===== src/rtl/fetch_unit.sv =====
// ---------------------------------------------------------------------------
// fetch_unit
//
// Fetch stage of the 3-stage pipelined core. Generates the program counter,
// runs a request/acknowledge handshake with instruction memory and presents
// each fetched instruction with its PC and PC+4 to the fetch/decode register.
// A one-entry skid buffer absorbs decode stalls. Redirects from execute
// discard wrong-path fetches, including a response that is still in flight.
//
// Ports:
//   clk_i, rst_i          clock (rising edge), async active-high reset
//   stall_i               decode cannot accept; output register holds
//   br_taken_i            redirect request from execute
//   br_target_i           redirect target PC
//   imem_req_o            instruction memory request
//   imem_addr_o           request address (stable until acknowledged)
//   imem_ack_i            memory response; imem_rdata_i valid this cycle
//   imem_rdata_i          fetched instruction word
//   instr_f_o             instruction to the pipeline register
//   pc_f_o                PC of instr_f_o
//   pc_plus_4_f_o         pc_f_o + 4
//   valid_f_o             outputs hold a real instruction (0 = bubble)
//   misalign_o            misaligned redirect target flag
//
// Build option:
//   FETCH_MISALIGN_CHECK_EN  when defined, a redirect target with nonzero
//                            low bits is forced to word alignment and
//                            misalign_o pulses for one cycle. When undefined
//                            the target is used as-is and misalign_o is 0.
// ---------------------------------------------------------------------------
module fetch_unit #(
  parameter int            DW       = 32,
  parameter logic [DW-1:0] RESET_PC = '0
) (
  input  logic          clk_i,
  input  logic          rst_i,
  input  logic          stall_i,
  input  logic          br_taken_i,
  input  logic [DW-1:0] br_target_i,
  output logic          imem_req_o,
  output logic [DW-1:0] imem_addr_o,
  input  logic          imem_ack_i,
  input  logic [DW-1:0] imem_rdata_i,
  output logic [DW-1:0] instr_f_o,
  output logic [DW-1:0] pc_f_o,
  output logic [DW-1:0] pc_plus_4_f_o,
  output logic          valid_f_o,
  output logic          misalign_o
);

  localparam logic [0:0]    ST_IDLE = 1'b0;
  localparam logic [0:0]    ST_REQ  = 1'b1;
  localparam logic [DW-1:0] PC_INC  = DW'(4);

  logic [0:0]    state_q, state_d;
  logic [DW-1:0] pc_q, pc_d;
  logic [DW-1:0] addr_q, addr_d;
  logic          kill_q, kill_d;

  // Output register O
  logic          o_valid_q, o_valid_d;
  logic [DW-1:0] o_instr_q, o_instr_d;
  logic [DW-1:0] o_pc_q, o_pc_d;
  logic [DW-1:0] o_pc4_q, o_pc4_d;

  // Skid register S
  logic          s_valid_q, s_valid_d;
  logic [DW-1:0] s_instr_q, s_instr_d;
  logic [DW-1:0] s_pc_q, s_pc_d;

  logic [DW-1:0] br_target_eff;
  logic [DW-1:0] addr_plus4;
  logic          to_skid;

  assign addr_plus4 = addr_q + PC_INC;

`ifdef FETCH_MISALIGN_CHECK_EN
  logic misalign_q;

  assign br_target_eff = {br_target_i[DW-1:2], 2'b00};
  assign misalign_o    = misalign_q;

  // One-cycle flag in the cycle after a redirect to a misaligned target.
  always_ff @(posedge clk_i or posedge rst_i) begin
    if (rst_i) begin
      misalign_q <= 1'b0;
    end else begin
      misalign_q <= br_taken_i && (br_target_i[1:0] != 2'b00);
    end
  end
`else
  assign br_target_eff = br_target_i;
  assign misalign_o    = 1'b0;
`endif

  always_comb begin
    state_d   = state_q;
    pc_d      = pc_q;
    addr_d    = addr_q;
    kill_d    = kill_q;
    o_valid_d = o_valid_q;
    o_instr_d = o_instr_q;
    o_pc_d    = o_pc_q;
    o_pc4_d   = o_pc4_q;
    s_valid_d = s_valid_q;
    s_instr_d = s_instr_q;
    s_pc_d    = s_pc_q;
    to_skid   = 1'b0;

    if (br_taken_i) begin
      // Redirect wins over stall and ack: flush everything younger.
      o_valid_d = 1'b0;
      s_valid_d = 1'b0;
      pc_d      = br_target_eff;
      if (state_q == ST_IDLE) begin
        state_d = ST_REQ;
        addr_d  = br_target_eff;
      end else if (imem_ack_i) begin
        // Wrong-path data arrives now and is dropped; retarget directly.
        addr_d = br_target_eff;
        kill_d = 1'b0;
      end else begin
        // The outstanding request must complete with its address held;
        // its response is discarded when it arrives.
        kill_d = 1'b1;
      end
    end else begin
      if (!stall_i) begin
        if (s_valid_q) begin
          o_valid_d = 1'b1;
          o_instr_d = s_instr_q;
          o_pc_d    = s_pc_q;
          o_pc4_d   = s_pc_q + PC_INC;
          s_valid_d = 1'b0;
        end else begin
          o_valid_d = 1'b0;
        end
      end

      if (state_q == ST_IDLE) begin
        if (!s_valid_q) begin
          state_d = ST_REQ;
          addr_d  = pc_q;
        end
      end else if (imem_ack_i) begin
        if (kill_q) begin
          // pc_q already holds the redirect target.
          kill_d = 1'b0;
          addr_d = pc_q;
        end else begin
          pc_d = addr_plus4;
          if ((!o_valid_q || !stall_i) && !s_valid_q) begin
            o_valid_d = 1'b1;
            o_instr_d = imem_rdata_i;
            o_pc_d    = addr_q;
            o_pc4_d   = addr_plus4;
          end else begin
            to_skid   = 1'b1;
            s_valid_d = 1'b1;
            s_instr_d = imem_rdata_i;
            s_pc_d    = addr_q;
          end
          // A full skid buffer stops fetching so at most one response
          // lands there while decode is stalled.
          if (to_skid) begin
            state_d = ST_IDLE;
          end else begin
            addr_d = addr_plus4;
          end
        end
      end
    end
  end

  always_ff @(posedge clk_i or posedge rst_i) begin
    if (rst_i) begin
      state_q   <= ST_IDLE;
      pc_q      <= RESET_PC;
      addr_q    <= RESET_PC;
      kill_q    <= 1'b0;
      o_valid_q <= 1'b0;
      o_instr_q <= '0;
      o_pc_q    <= '0;
      o_pc4_q   <= '0;
      s_valid_q <= 1'b0;
      s_instr_q <= '0;
      s_pc_q    <= '0;
    end else begin
      state_q   <= state_d;
      pc_q      <= pc_d;
      addr_q    <= addr_d;
      kill_q    <= kill_d;
      o_valid_q <= o_valid_d;
      o_instr_q <= o_instr_d;
      o_pc_q    <= o_pc_d;
      o_pc4_q   <= o_pc4_d;
      s_valid_q <= s_valid_d;
      s_instr_q <= s_instr_d;
      s_pc_q    <= s_pc_d;
    end
  end

  assign imem_req_o    = (state_q == ST_REQ);
  assign imem_addr_o   = addr_q;
  assign instr_f_o     = o_instr_q;
  assign pc_f_o        = o_pc_q;
  assign pc_plus_4_f_o = o_pc4_q;
  assign valid_f_o     = o_valid_q;

endmodule


===== config.mk =====
export PLATFORM = sky130hd
export DESIGN_NAME = fetch_unit
export DESIGN_NICKNAME = d
export VERILOG_FILES = /design/src/rtl/fetch_unit.sv
export SDC_FILE = /design/constraint.sdc
export NUM_CORES = 1
export LEC_CHECK = 0
export CAP_MARGIN = 30
export CORE_UTILIZATION = 33
export CTS_CLUSTER_SIZE = 40
export DETAILED_ROUTE_END_ITERATION = 10
export PLACE_DENSITY = 0.58
export RECOVER_POWER = 50
export REMOVE_ABC_BUFFERS = 1
export SETUP_SLACK_MARGIN = 0.02
export SKIP_LAST_GASP = 1
export SYNTH_ARGS = -nofsm -noshare
export SYNTH_HDL_FRONTEND = slang
export SYNTH_SLANG_ARGS = --single-unit

===== constraint.sdc =====
create_clock -name clk_i -period 9.3 [get_ports clk_i]
set_input_delay 1.86 -clock clk_i [delete_from_list [all_inputs] [get_ports clk_i]]
set_output_delay 1.86 -clock clk_i [all_outputs]
set_load 0.005 [all_outputs]

# Yosys cells after proc, flatten, opt, wreduce, memory -nomap -nowiden
# Index checks and enable logic that the tools add are counted.
# classes
add_sub_neg	2
eq_ne	4
mux	59
bitwise	3
n_reduce_logical	11
# ops
op	count
$mux 32	30
$add 32x3->32 const B	2
$mux 1	29
$reduce_and 3->1	2
$reduce_and 5->1	1
$ne 2x2->1 const B	2
$ne 4x4->1 const B	1
$reduce_bool 2->1	2
$logic_not 1->1	3
$ne 3x3->1 const B	1
$not 1->1	3
$reduce_and 2->1	1
$logic_and 1x1->1	1
$logic_or 1x1->1	1
# word_totals
reg_bits	228
in_bits	69
out_inout_bits	131
wordCells	90

# Longest topological paths before layout
# Gate-level depths: netlist of run 1.
# depth
word_depth	13
ltp_mapped	8
mapped_depth_nobuf	6

# Worst setup path before layout of run 1
# OpenSTA, ideal clock, no wires.
# synth_timing
path_type	input -> register
startpoint	input br_taken_i
endpoint	register addr_q[12], in the netlist imem_addr_o[12]
setup_time_ps	124
arrival_time_ps	3285
required_ps	9176
path_slack_ps	5891
path_stages	6
path_buffers	3
cell_sequence	clkbuf_1 > o41ai_1 > clkbuf_1 > clkbuf_1 > nor2_1 > a211o_1
# synth_via
elab_chain_len	2
elab_cells_between_ends	4
cone_classes	2 x eq/ne; 1 x mux; 1 x reduce/logical
# synth_rtl
element	line	rtl
start, declared	38	input logic br_taken_i,
$ne 4x4->1 (no line) or $ne 3x3->1 (tied branches)	n/a	
$reduce_and 3->1 (no line)	n/a	
end signal, assigned	191	addr_q <= addr_d;
end, declared	57	logic [DW-1:0] addr_q, addr_d;
# Parallel ways exist; a longest one is shown, timed or not.
# A chain may end at the register's enable or synchronous reset.

==> impl_metrics.tcl, run 1 <==
set metrics [dict create \
    status "complete, but fails checks" \
    violations "capacitance limit, slew limit" \
    cts_hold_buffers 0 \
    synth_edf_count 0 \
    clk_latency_ps 550 \
    fin_crit_ps 6400 \
    startpoint_type "input pin" \
    core_area_mm2 0.0338 \
    synth_area_mm2 0.0114 \
    drc 0 \
    synth_top_area_cell "dfrtp_1" \
    synth-main-ff-cell "dfrtp_1" \
    diodes 0 \
    hold_viol 0 \
    io_pins 200 \
    drive_gt1_share_pct 11.5 \
    start_util_pct 33.7 \
    worstPathRequired_ps 9690 \
    power_density_mw_per_mm2 234 \
    busiest_layer "met2" \
    synth_async_sr_flop_share_pct 100 \
    setup_viol 0 \
    grt_use_met1_pct 28.4 \
    track_usage_pct 21.3 \
    port-buffer-count 198 \
    syn_inst 1148 \
    num_rows 67 \
    cp.arrival_ps 6780 \
    htreeDepth 1 \
    cts_max_path_buffers 3 \
    antenna_found_initial 2 \
    grt-ovfl-total 0 \
    yosysSeqAreaShare_pct 50.1 \
    drt_iter0_drc 798 \
    finalPower_mw 3.38 \
    die_height_um 188 \
    grt_pass1_wl_um 59200 \
    firstDrtPassIters 5 \
    cts_tree "done" \
    worstSetupPathType "input pin to register" \
    grt_pass1_vias 9906 \
    die_w_um 188 \
    drv_cap 3 \
    rsz0062_at_grt "false" \
    worstSetupEndpointType "register" \
    relSlewSlack_pct -199 \
    finalSetupTns_ps 0 \
    syn_to_final_growth_pct 26.9 \
    fin_skew_ps 19.9 \
    cts_root_buf "clkbuf_16" \
    vias_per_cell 5.58 \
    clock.fmax_mhz 156 \
    dieArea_mm2 0.0353 \
    synthTopCellsByArea "dfrtp_1 50%, mux2_2 6.1%, nor2_1 4.6%" \
    path_clk_slew_ps 60 \
    wl_per_cell_um 21.5 \
    hold_path.class "register to register" \
    grt_max_degree 98 \
    min_period_over_period_pct 68.8 \
    syn_avg_cell_area_um2 9.92 \
    place_congestion 0.859 \
    cts_resized 0 \
    final_antenna_net_count 0 \
    synth_seq_cells 228 \
    worst_pin_slew_ps 4460 \
    critPathMaxFanout 59 \
    max-vdd-ir-drop_v 0.000141 \
    yosysWarnings 0 \
    post-dp-hpwl_um 23700 \
    fill_cells 3283 \
    num_vias 9788 \
    grtUsageMet3_pct 5.09 \
    post_cts_buffers 0 \
    finalNetCount 1363 \
    yosysTopAreaCellShare_pct 50.1 \
    numCtsBuffers 26 \
    slew_viol_final 191 \
    grt_use_met2_pct 34.4 \
    drt_wl_total_um 37700 \
    synthDistinctLibCells 74 \
    leakage_nw 5.82 \
    clock_sinks 228 \
]
[path summary, 6_finish.rpt]
kind	startpoint	endpoint	slack [ps]	cells after the start
setup / recovery	br_taken_i	pc_plus_4_f_o[4]	2900	5
hold / removal	pc_plus_4_f_o[1]	pc_plus_4_f_o[1]	480	1
setup reg to reg	imem_req_o	pc_plus_4_f_o[18]	5480	5
hold reg to reg	pc_plus_4_f_o[1]	pc_plus_4_f_o[1]	480	1
max in group asynchronous	rst_i	pc_plus_4_f_o[25]	3830	4
min in group asynchronous	rst_i	pc_f_o[2]	3140	2
[through the flow]
step / hold slack, ps / util, % / worst slack (ps) / instance area, um2 / std cells
final: 477 / 42.8 / 2900 / 14500 / 1755
after global routing: 493 / 42.8 / 2590 / 14500 / 1755
after CTS: 488 / 42.9 / 4420 / 14500 / 1755
after detailed placement: 474 / 40.3 / 3870 / 13600 / 1712
after global placement: 468 / 40.2 / 3960 / 13600 / 1708
after floorplan: 474 / - / 1180 / 10900 / 1047
[registers in the layout, indices dropped and copies added (netlist names)]
register       cells
pc_q              32
pc_plus_4_f_o     32
kill_q             1
s_pc_q            32
instr_f_o         32
s_instr_q         32
imem_addr_o       32
imem_req_o         1
pc_f_o            32
s_valid_q          1
valid_f_o          1
[power by group]
group / total, mW / internal (mW) / switching, mW / leakage [nW]
combinational: 0.825 / 0.470 / 0.355 / 2.66
sequential: 1.50 / 1.24 / 0.261 / 2.73
clock: 1.05 / 0.632 / 0.422 / 0.426
[cells in the final DEF, fill, tap and decap left out, types with 6 or more instances in the layout]
master and instances:
nor2_1 138, nand4_1 19, nor4_4 6, a221oi_1 21, clkdlybuf4s50_1 139, dfrtp_1 228
mux2_2 62, and3_1 21, inv_1 12, nor4_1 7, o211ai_1 16, dlygate4sd3_1 58
clkbuf_16 26, xor2_1 16, nor3_1 20, a211oi_1 7, clkbuf_1 8, a21oi_1 94
a21o_1 9, a31oi_1 10, buf_4 13, xnor2_1 25, o21ai_0 49, mux2i_1 12
o22ai_1 67, nand2_1 72, o22a_1 6, nand3_1 41
[layer usage]
layer  up-vias  share of wire [%]  wire length [um]
li1       4497                  -                 -
met1      4873                 44             16600
met2       349                 46             17400
met3        65                7.1              2680
met4         4                2.6               979
met5         -              0.082                31
[cell usage after synthesis (10+ instances only)]
| library cell | number |
|---|---|
| a21oi_1 | 95 |
| a221oi_1 | 21 |
| a31oi_1 | 10 |
| and3_1 | 21 |
| clkbuf_1 | 72 |
| dfrtp_1 | 228 |
| inv_1 | 13 |
| mux2_2 | 62 |
| mux2i_1 | 12 |
| nand2_1 | 73 |
| nand3_1 | 41 |
| nand4_1 | 19 |
| nor2_1 | 139 |
| nor3_1 | 22 |
| o211ai_1 | 16 |
| o21ai_0 | 49 |
| o22ai_1 | 67 |
| xnor2_1 | 25 |
| xor2_1 | 16 |
[critical path, stage by stage]
cell and delay, ps:
clkbuf_1 1270, clkbuf_1 2180, nor2_2 800, o211ai_1 430, o21ai_0 140
[layout make-up]
class                   instances  area, um2  area share [%]
flip-flops and latches        228       5710            39.5
multi-input cells             805       5150            35.6
repair buffers                217       2130            14.7
clock buffers                  35        734            5.08
well taps                     448        561            3.88
clock inverters                 8        126           0.874
inverters                      14       55.1           0.381
[logic make-up (layout without fill, tap and decap cells)]
family,count (synthesis),count (layout),synth area share (%)
muxes,74,74,7.18
and+or+nand+nor,358,358,15.7
other,1,1,0.0329
xor gates and xnor gates,41,41,3.15
adders and majority gates,2,2,0.220
DFF,228,228,50.1
buffers and inverters,115,274,5.06
AOI/OAI and AO/OA,329,329,18.6
No activity file was read; power rests on OpenSTA's default activity.
==> inputs of run 2 (changes only) <==
==> constraint.sdc (replaced) <==
create_clock -name clk_i -period 6.2 [get_ports clk_i]
set_input_delay 1.24 -clock clk_i [delete_from_list [all_inputs] [get_ports clk_i]]
set_output_delay 1.24 -clock clk_i [all_outputs]
set_load 0.005 [all_outputs]
==> run 2 against run 1 <==
  * The run still ends with capacitance limit, slew limit left
  * Setup slack lost 1100 ps
  * First-iteration DRC count shrank 18%
  * Hold slack lost 2.5 ps
  * Clock power grew 55%
  * Count of clock-buffer cells in the layout grew 4
  * Sequential cell count is the same
  * Critical path depth grew 1
  * Via count grew 0.40%
  * Clock skew shrank 9.2 ps
  * Critical endpoint is now imem_addr_o[12]
  * Largest cell class unchanged
==> impl_metrics.tcl, run 2 (same netlist as run 1, synthesis figures left out) <==
set metrics [dict create \
    status "complete, but fails checks" \
    violations "capacitance limit, slew limit" \
    num_rows 67 \
    grt_pass1_wl_um 58400 \
    wl_per_cell_um 21.2 \
    port-buffer-count 198 \
    fin_crit_ps 4420 \
    clock.fmax_mhz 226 \
    cts_hold_buffers 0 \
    post_cts_buffers 0 \
    worstPathRequired_ps 6680 \
    worst_pin_slew_ps 3380 \
    hold_viol 0 \
    cp.arrival_ps 4900 \
    critPathMaxFanout 50 \
    drc 0 \
    rsz0062_at_grt "false" \
    finalNetCount 1367 \
    rrSetupSlack_ps 3070 \
    post-dp-hpwl_um 23900 \
    timing.rr.start "imem_addr_o[5]" \
    cts_max_path_buffers 3 \
    die_height_um 188 \
    hold_path_startpoint "pc_plus_4_f_o[1]" \
    antenna_found_initial 1 \
    syn_to_final_growth_pct 27.6 \
    worstSetupPathType "input pin to register" \
    firstDrtPassIters 5 \
    startpoint_type "input pin" \
    max-vdd-ir-drop_v 0.000214 \
    min_period_over_period_pct 71.2 \
    cts_resized 0 \
    crit_start "br_taken_i" \
    cts_root_buf "clkbuf_16" \
    final_common_cell "dfrtp_1" \
    hold_path.class "register to register" \
    postLayoutCellArea_mm2 0.0145 \
    htreeDepth 1 \
    track_usage_pct 21.0 \
    drt_wl_total_um 37400 \
    grt_max_degree 91 \
    power_density_mw_per_mm2 353 \
    dp_cells 1715 \
    vias_per_cell 5.57 \
    final_antenna_net_count 0 \
    slew_viol_final 119 \
    relSlewSlack_pct -126 \
    leakage_nw 5.86 \
    die_w_um 188 \
    setup_viol 0 \
    drt_iter0_drc 653 \
    grt_pass1_vias 9759 \
    dieArea_mm2 0.0353 \
    cts_tree "done" \
    path_clk_slew_ps 60 \
    grt-ovfl-total 0 \
    drv_cap 2 \
    placed_cell_area_mm2 0.0137 \
    io_pins 200 \
    core_area_mm2 0.0338 \
    worstSetupEndpointType "register" \
    instances_no_fill 1765 \
    fin_skew_ps 10.7 \
    layout_common_cells "228 x dfrtp_1, 151 x clkdlybuf4s50_1, 138 x nor2_1" \
    fill_cells 3291 \
    clk_latency_ps 550 \
    drive_gt1_share_pct 11.9 \
    clock_sinks 228 \
    num_vias 9827 \
    numCtsBuffers 27 \
    start_util_pct 33.7 \
    place_congestion 0.837 \
]
run 2: cell types whose count changed in the layout (fill, tap and decap cells not counted), sizes merged, moves of 2 or more:
cell and change:
clkdlybuf4s50 +12, buf +5, clkbuf +2, dlygate4sd3 -12
run 2: layer usage:
metal,global-route usage [%],part of all wire [%],vias up
met3,5.15,7.7,74
met5,0,0.037,-
li1,-,-,4497
met1,28.2,44,4905
met2,33.0,45,349
met4,6.75,3.2,2
run 2: report_power, final:
part / leakage [nW] / switching, mW / internal [mW]
sequential: 2.73 / 0.389 / 1.86
combinational: 2.68 / 0.533 / 0.716
clock: 0.455 / 0.653 / 0.974
run 2: metrics by stage:
stage	utilization, %	hold WS [ps]	power, mW	setup TNS, ps	worst slack [ps]
finish	43.0	475	5.12	0	1780
global route	43.0	507	5.39	0	1370
CTS	43.2	487	5.21	0	2780
detailed placement	40.5	473	3.56	0	2240
global placement	40.3	463	3.52	0	2190
floorplan	-	474	2.78	-406330	-1300
run 2: cell type report:
cell class | instances | area (um2) | share of cell area, %
inverter | 14 | 55.1 | 0.379
tap | 448 | 561 | 3.86
multi-input combinational | 805 | 5110 | 35.1
clock buffer | 39 | 801 | 5.51
timing repair buffer | 220 | 2200 | 15.1
sequential | 228 | 5710 | 39.3
antenna | 1 | 2.50 | 0.0172
clock inverter | 10 | 104 | 0.715
run 2: final timing paths:
path | endpoint | depth (start not counted)
max | imem_addr_o[12] | 6
min | pc_plus_4_f_o[1] | 1
max reg2reg | pc_q[18] | 5
min reg2reg | pc_plus_4_f_o[1] | 1
max in group asynchronous | pc_f_o[27] | 2
min in group asynchronous | s_instr_q[3] | 2
run 2: critical path, cell delays in order:
cell and delay, ps:
buf_4 420, clkbuf_1 1640, o41ai_1 520, buf_4 420
a2111oi_0 430, a211o_1 170
==> inputs of run 3 (changes only) <==
==> constraint.sdc (replaced) <==
create_clock -name clk_i -period 4.2 [get_ports clk_i]
set_input_delay 0.84 -clock clk_i [delete_from_list [all_inputs] [get_ports clk_i]]
set_output_delay 0.84 -clock clk_i [all_outputs]
set_load 0.005 [all_outputs]
==> run 3 against run 2 <==
  * The run still ends with capacitance limit, slew limit left
  * Core utilization barely moved
  * Register-to-register slack got worse by 1600 ps
  * Total power grew 47%
  * Combinational power up 46%
  * Critical path depth is 1 lower
  * Global-route usage hardly changed
  * Setup slack worse by 860 ps
  * Non-clock buffer count up 3
  * Hold slack got worse by 4.5 ps
  * Sequential power grew 48%
  * Sequential share of layout area is essentially flat
==> impl_metrics.tcl, run 3 (same netlist as run 1, synthesis figures left out) <==
set metrics [dict create \
    port-buffer-count 198 \
    drive_gt1_share_pct 11.9 \
    worstPathRequired_ps 4630 \
    place_congestion 0.827 \
    final_common_cell "dfrtp_1" \
    num_vias 9766 \
    slew_viol_final 107 \
    wl_per_cell_um 21.1 \
    antenna_found_initial 2 \
    fin_util_pct 43.0 \
    max-vdd-ir-drop_v 0.000307 \
    dp_cells 1718 \
    worst_hold_slack_ps 470 \
    finalNetCount 1370 \
    multi_input_area_mm2 0.00514 \
    critPathMaxFanout 61 \
    fin_crit_ps 3280 \
    hold_path.class "register to register" \
    min_period_over_period_pct 78.1 \
    regArea_mm2 0.00571 \
    core_area_mm2 0.0338 \
    setup_viol 0 \
    instances_no_fill 1764 \
    post-dp-hpwl_um 23900 \
    grt_pass1_wl_um 58200 \
    fill_cells 3251 \
    cts_resized 0 \
    vias_per_cell 5.54 \
    finalSetupTns_ps 0 \
    setup_ws_ps 921 \
    post_cts_buffers 0 \
    cts_max_path_buffers 3 \
    power_density_mw_per_mm2 517 \
    fin_skew_ps 27.0 \
    worst_pin_slew_ps 2460 \
    clock_sinks 228 \
    leakage_nw 5.86 \
    num_rows 67 \
    status "complete, but fails checks" \
    relSlewSlack_pct -64.2 \
    path_clk_slew_ps 50 \
    startpoint_type "input pin" \
    syn_to_final_growth_pct 27.6 \
    cts_root_buf "clkbuf_16" \
    cts_tree "done" \
    track_usage_pct 20.9 \
    violations "capacitance limit, slew limit" \
    cts_hold_buffers 0 \
    rsz0062_at_grt "false" \
    numCtsBuffers 27 \
    worstSetupEndpointType "register" \
    drt_iter0_drc 695 \
    die_w_um 188 \
    hold_viol 0 \
    final_antenna_net_count 0 \
    firstDrtPassIters 5 \
    die_height_um 188 \
    cp.arrival_ps 3710 \
    dieArea_mm2 0.0353 \
    io_pins 200 \
    grt_pass1_vias 9623 \
    drv_cap 1 \
    dpl_worst_slack_ps 817 \
    start_util_pct 33.7 \
    drt_wl_total_um 37200 \
    grt-ovfl-total 0 \
    clock.fmax_mhz 305 \
    layout_common_cells "228 x dfrtp_1, 145 x clkdlybuf4s50_1, 139 x nor2_1" \
    grt_max_degree 109 \
    clk_latency_ps 560 \
    htreeDepth 1 \
    worstSetupPathType "input pin to register" \
    drc 0 \
]
[run 3: report_power, final]
group          switching [mW]  total [mW]  internal, mW
clock                   0.952        2.36          1.41
sequential              0.579        3.32          2.74
combinational           0.779        1.83          1.05
total                    2.31        7.51          5.20
[run 3: metrics by stage]
step	power, mW	cell area, um2
global route	7.93	14500
global placement	5.21	13700
CTS	7.64	14600
floorplan	4.11	10900
detailed placement	5.25	13700
finish	7.51	14500
[run 3: area by class of cell]
type                    count  area share, %
well taps                 448           3.86
diodes                      1         0.0172
flip-flops and latches    228           39.2
repair buffers            223           15.1
clock inverters             6          0.680
multi-input cells         805           35.4
inverters                  14          0.396
clock buffers              39           5.37
[run 3: path summary, 6_finish.rpt]
kind	startpoint	to	slack, ps	cells past startpoint
setup / recovery	br_taken_i	s_pc_q[5]	920	5
hold / removal	pc_plus_4_f_o[0]	pc_plus_4_f_o[0]	470	1
setup reg to reg	imem_addr_o[4]	pc_plus_4_f_o[29]	1440	5
hold reg to reg	pc_plus_4_f_o[0]	pc_plus_4_f_o[0]	470	1
max in group asynchronous	rst_i	pc_f_o[12]	1090	3
min in group asynchronous	rst_i	pc_q[1]	1530	2
[run 3: critical path: stages]
cell,delay [ps]
buf_4,230
clkbuf_2,810
nor3_1,500
clkbuf_2,840
mux2_2,420
[run 3: layer usage]
| layer | track usage [%] | part of all wire (%) | up-vias |
|---|---|---|---|
| met5 | 0 | 0.035 | - |
| met4 | 5.78 | 2.7 | 2 |
| met3 | 5.20 | 7.9 | 61 |
| met2 | 33.3 | 46 | 358 |
| met1 | 28.2 | 43 | 4834 |
| li1 | - | - | 4511 |
==> variant 1 (settings of run 3) <==
Add a define of `FETCH_MISALIGN_CHECK_EN`.
--- a/src/rtl/fetch_unit.sv
+++ b/src/rtl/fetch_unit.sv
@@ -28,6 +28,8 @@
 //                            misalign_o pulses for one cycle. When undefined
 //                            the target is used as-is and misalign_o is 0.
 // ---------------------------------------------------------------------------
+`define FETCH_MISALIGN_CHECK_EN
+
 module fetch_unit #(
   parameter int            DW       = 32,
   parameter logic [DW-1:0] RESET_PC = '0
Formal check against the unedited RTL: not equivalent (Yosys sat finds a counterexample within 4 cycles, from zero or initial values and one cycle with rst_i high).
==> variant 1 against run 3 <==
  * Synthesized area shrank 0.46%
  * Combinational power shrank 4%
  * Via count grew 0.67%
  * Total power grew 0.59%
  * Critical path type unchanged
  * Final area grew 1.0%
  * Clock skew shrank 0.0090 ns
  * Critical path depth grew 1
  * Critical endpoint is now s_instr_q[2]
  * Setup slack gained 0.074 ns
  * Wire length grew 1.9%
  * First-iteration DRC count grew 1.7%
  * The flow still finishes with violations (max-capacitance violations, max-slew violations)
  * Sequential cell count grew 1
  * Core utilization grew 0.56 points
==> variant 1: results (changes against run 3) <==
[placed_design]
dp_hpwl_mm = 25.3  ; +5.6%
gp_congestion = 0.847  ; +2.4%
numPortBuffers = 199  ; +0.51%

[synth]
synth_mux_area_frac = 0.0694  ; -0.00243
synth_fa_ha_area_frac = 0.00221  ; +0.0000102
synth_area_leaders = dfrtp_1 (51%), mux2_2 (6.1%), a21oi_1 (4.6%), o22ai_1 (4.0%), nor2_1 (3.6%)
yosysSeqAreaShare = 0.505  ; +0.00453
yosysWarnings = 0  ; unchanged
synth.distinct_cells = 68  ; -8.1%
synth-xor-area-share = 0.0332  ; +0.00169
synth_compound_area_frac = 0.191  ; +0.00483
synthArstFlopShare = 1.00  ; unchanged
netlist_top_cells_count = dfrtp_1 (229), nor2_1 (109), a21oi_1 (105)

[drt]
drtPass1Iterations = 7  ; +2
drt_iter0_markers = 707  ; +1.7%
avgRoutedWirePerCell_um = 21.2  ; +0.86%
vias_per_cell = 5.51  ; -0.41%

[clock_tree]
cts.path.max_buffers = 3  ; unchanged
htreeDepth = 1  ; unchanged
cts_setup_buffers = 0  ; unchanged
path_clk_slew_ns = 0.06
cts_resized = 0  ; unchanged
clk_latency_ns = 0.55
cts_buffers = 27  ; unchanged
clock_tree.root_cell = clkbuf_16

[sta]
drv_slew = 120  ; +12%
clock_skew_ns = 0.0180  ; -0.00900 ns
finalHoldViolCount = 0  ; unchanged
post-route-period-util = 0.763  ; -0.0175
tightest_slew_ns = 2.08  ; -0.380 ns

[cells_and_area]
fillers = 3239  ; -0.37%
final_nets = 1386  ; +1.2%
final_layout_size_suffix_gt1_frac = 0.118  ; -0.000190

[worst_setup_path]
cp_max_fo = 37  ; -39%
arrival_ns = 3.63  ; -0.08 ns

[outcome]
outcome = complete, but fails checks
violations = max-capacitance violations, max-slew violations

[pwr]
ir_drop_mv = 0.370  ; +21%
leakagePower_nw = 5.90  ; +0.66%

[global_route]
grt_util_all_layers = 0.215  ; +0.00514
grt_start_max_net_pins = 89  ; -18%
grt_pass1_vias = 9806  ; +1.9%
grt_pass1_wl_mm = 59.5  ; +2.3%
antenna_found_initial = 1  ; -1

[min_path]
hold_class = flip-flop to flip-flop

[job]
maxCapViolations = 2  ; +1

## variant 1: changes by cell type in the layout (fill, tap and decap cells not counted), moves of 9 or more
cell and delta:
o21ai_0 +9, nand2_1 +20, nor3_1 -10, dlygate4sd3_1 -14, o31a_1 +10, nor2_1 -31
a221oi_1 -17, nand3_1 -9, clkdlybuf4s50_1 +15, a21oi_1 +11
## variant 1: worst paths after layout
check	start	end	slack, ns	cells after the start
worst max-delay path	imem_ack_i	s_instr_q[2]	0.99	6
worst min-delay path	pc_f_o[1]	pc_f_o[1]	0.47	1
worst max register to register	imem_req_o	imem_addr_o[12]	1.19	6
worst min register to register	pc_f_o[1]	pc_f_o[1]	0.47	1
max in group asynchronous	rst_i	imem_addr_o[20]	1.59	3
min in group asynchronous	rst_i	instr_f_o[13]	1.34	2
## variant 1: worst max-delay path, stage by stage
cell	delay [ns]
dlygate4sd3_1	0.64
nand4bb_1	0.12
clkbuf_1	0.47
nor2_4	0.22
clkbuf_2	0.85
mux2_2	0.43
## variant 1: layer usage
layer | GRT usage | share of wire
met3 | 0.0537 | 0.082
met4 | 0.0663 | 0.030
met5 | 0 | 0
met1 | 0.289 | 0.44
met2 | 0.338 | 0.45
## variant 1: through the flow
| step | setup TNS (ns) | setup WS (ns) | instances | instance area [sq um] | hold slack, ns |
|---|---|---|---|---|---|
| floorplan | -724.60 | -2.92 | 1056 | 10900 | 0.474 |
| global placement | 0 | 0.965 | 1734 | 13800 | 0.463 |
| detailed placement | 0 | 0.886 | 1734 | 13800 | 0.470 |
| CTS | 0 | 1.42 | 1782 | 14700 | 0.484 |
| global route | 0 | 0.893 | 1782 | 14700 | 0.506 |
| finish | 0 | 0.994 | 1783 | 14700 | 0.472 |
## variant 1: cell type report
class                           instances  area, sq um  share of cell area
Clock buffer                           40          805              0.0548
Clock inverter                          8          144             0.00979
Inverter                               17         68.8             0.00468
Sequential cell                       229         5730               0.390
Antenna cell                            1         2.50            0.000170
Tap cell                              448          561              0.0382
Multi-Input combinational cell        810         5160               0.351
Timing Repair Buffer                  230         2220               0.151
## variant 1: power breakdown
part / switching, mW / total, mW / internal, mW / leakage, nW
logic: 0.744 / 1.75 / 1.01 / 2.65
clock network: 0.944 / 2.50 / 1.56 / 0.469
registers: 0.575 / 3.30 / 2.72 / 2.78
total: 2.26 / 7.56 / 5.29 / 5.90
==> variant 2 (settings of run 3) <==
Without the edit above. `s_instr_q` no longer has a reset.
--- a/src/rtl/fetch_unit.sv
+++ b/src/rtl/fetch_unit.sv
@@ -183,7 +183,6 @@
       o_pc_q    <= '0;
       o_pc4_q   <= '0;
       s_valid_q <= 1'b0;
-      s_instr_q <= '0;
       s_pc_q    <= '0;
     end else begin
       state_q   <= state_d;
@@ -195,9 +194,12 @@
       o_pc_q    <= o_pc_d;
       o_pc4_q   <= o_pc4_d;
       s_valid_q <= s_valid_d;
-      s_instr_q <= s_instr_d;
       s_pc_q    <= s_pc_d;
     end
+  end
+
+  always_ff @(posedge clk_i) begin
+    s_instr_q <= s_instr_d;
   end
 
   assign imem_req_o    = (state_q == ST_REQ);
Function: not settled (the Yosys comparison gave no result); the edit may change what the design does.
==> variant 2 against run 3 <==
  * The flow still finishes with violations (max-capacitance violations, max-slew violations)
  * Total power down 5.0%
  * Synthesized area down 4.9%
  * Setup slack worse by 0.12 ns
  * Via count down 5.5%
  * Clock power down 3%
  * Sequential cell count unchanged
  * Wire length down 5.7%
  * Final area down 2.5%
  * Fmax down 3.4%
  * Critical path type unchanged
==> variant 2: results (changes against run 3) <==
[global_route]
antenna_found_initial = 0  ; -2
grt_pass1_wl_mm = 54.7  ; -6.0%
grt_util_all_layers = 0.209  ; -0.000356
grt_start_max_net_pins = 87  ; -20%

[cells_and_area]
fin_cells = 1703  ; -3.5%
diodes = 0  ; -1
final_layout_size_suffix_gt1_frac = 0.0915  ; -0.0271
fillers = 3039  ; -6.5%
final_nets = 1320  ; -3.6%

[synth]
yosysWarnings = 0  ; unchanged
synth_compound_area_frac = 0.173  ; -0.0131
synth.distinct_cells = 67  ; -9.5%
syn-mean-instance-area_sq_um = 10.1  ; +1.4%
synth-xor-area-share = 0.0340  ; +0.00243
yosysSeqAreaShare = 0.541  ; +0.0406
synthArstFlopShare = 0.860  ; -0.140
synth_mux_area_frac = 0.0460  ; -0.0259
synth_area_leaders = dfrtp_1 (45%), edfxtp_1 (8.9%), nor2_1 (4.6%), nand2_1 (3.3%), mux2_2 (3.1%)
synth_edf_count = 32  ; +32
synth_fa_ha_area_frac = 0.00231  ; +0.000113
netlist_top_cells_count = dfrtp_1 (196), nor2_1 (132), nand2_1 (96)

[sta]
tightest_slew_ns = 2.06  ; -0.399 ns
clock_skew_ns = 0.0102  ; -0.0168 ns
drv_slew = 131  ; +22%

[outcome]
outcome = complete, but fails checks
violations = max-capacitance violations, max-slew violations

[clock_tree]
cts.path.max_buffers = 3  ; unchanged
cts_buffers = 26  ; -3.7%
clk_latency_ns = 0.53  ; -0.03 ns

[worst_setup_path]
r2r_cells = 7  ; +2
arrival_ns = 3.83  ; +0.12 ns
r2r_slack_ns = 1.19  ; -0.25 ns
cp_max_fo = 23  ; -62%
r2r-start = imem_addr_o[2]
rr_endpoint = pc_plus_4_f_o[26]

[drt]
num_vias = 9230  ; -5.5%
wirelength_mm = 35.0  ; -5.7%
drtPass1Iterations = 5  ; unchanged
drt_iter0_markers = 716  ; +3.0%

[min_path]
min_to = pc_plus_4_f_o[3]
min_from = pc_plus_4_f_o[3]
hold_path_depth = 2  ; +1

[pwr]
ir_drop_mv = 0.289  ; -5.9%
power.switching_mw = 2.10  ; -9.2%
leakagePower_nw = 5.76  ; -1.7%

[placed_design]
dp_hpwl_mm = 23.3  ; -2.5%
dpl_worst_slack_ns = 1.06  ; +0.247 ns
gp_congestion = 0.812  ; -1.8%

[job]
maxCapViolations = 3  ; +2

==> variant 2: critical path, cell delays in order <==
cell and delay (ns):
clkdlybuf4s50_1 0.63, a21o_1 0.20, nor2_1 0.05, buf_4 0.17, o21ai_0 1.20, buf_4 0.49, a22oi_1 0.11, o21ai_0 0.12
==> variant 2: worst max-delay path by stage <==
stage                         to            from  slack [ns]  depth (start not counted)
6_report       pc_plus_4_f_o[14]         stall_i        0.81                          8
5_1_grt          imem_addr_o[21]      br_taken_i        0.58                          7
4_1_cts        pc_plus_4_f_o[26]  imem_addr_o[2]        1.31                          7
3_5_place_dp       instr_f_o[10]      imem_ack_i        1.06                          8
3_3_place_gp   pc_plus_4_f_o[10]         stall_i        1.12                          7
2_1_floorplan     imem_addr_o[0]           rst_i       -1.98                          1
==> variant 2: logic make-up (layout without fill, tap and decap cells) <==
| family | after synthesis | count (layout) |
|---|---|---|
| adders and majority gates | 2 | 2 |
| DFF | 228 | 228 |
| and+or+nand+nor | 364 | 364 |
| AOI/OAI and AO/OA | 272 | 272 |
| muxes | 46 | 46 |
| buffers and inverters | 122 | 313 |
| other | 1 | 1 |
| xor gates and xnor gates | 42 | 42 |
==> variant 2: stage by stage <==
step	hold WS (ns)	util	instance area [sq um]
floorplan	0.462	-	10500
global placement	0.462	0.418	13400
detailed placement	0.470	0.418	13400
CTS	0.483	0.445	14200
global route	0.502	0.443	14200
finish	0.472	0.443	14200
==> variant 2: layer usage <==
metal / track usage / vias to the layer above / share of wire
met2: 0.338 / 329 / 0.46
met3: 0.0248 / 56 / 0.057
met5: 0 / - / 0
met1: 0.293 / 4573 / 0.46
met4: 0.0610 / 0 / 0.027
li1: - / 4272 / -
==> variant 2: final cells by class <==
class / count / area share
multi-input cells: 727 / 0.319
clock buffers: 40 / 0.0546
inverters: 34 / 0.00927
flip-flops and latches: 228 / 0.414
clock inverters: 7 / 0.00653
well taps: 435 / 0.0384
repair buffers: 232 / 0.159
==> variant 2: power groups by stage <==
| stage | clock (mW) | combinational [mW] | sequential [mW] |
|---|---|---|---|
| floorplan | 0 | 0.738 | 3.11 |
| global placement | 0 | 1.68 | 3.22 |
| detailed placement | 0 | 1.70 | 3.23 |
| CTS | 2.35 | 1.71 | 3.19 |
| global route | 2.43 | 1.82 | 3.26 |
| finish | 2.29 | 1.65 | 3.19 |
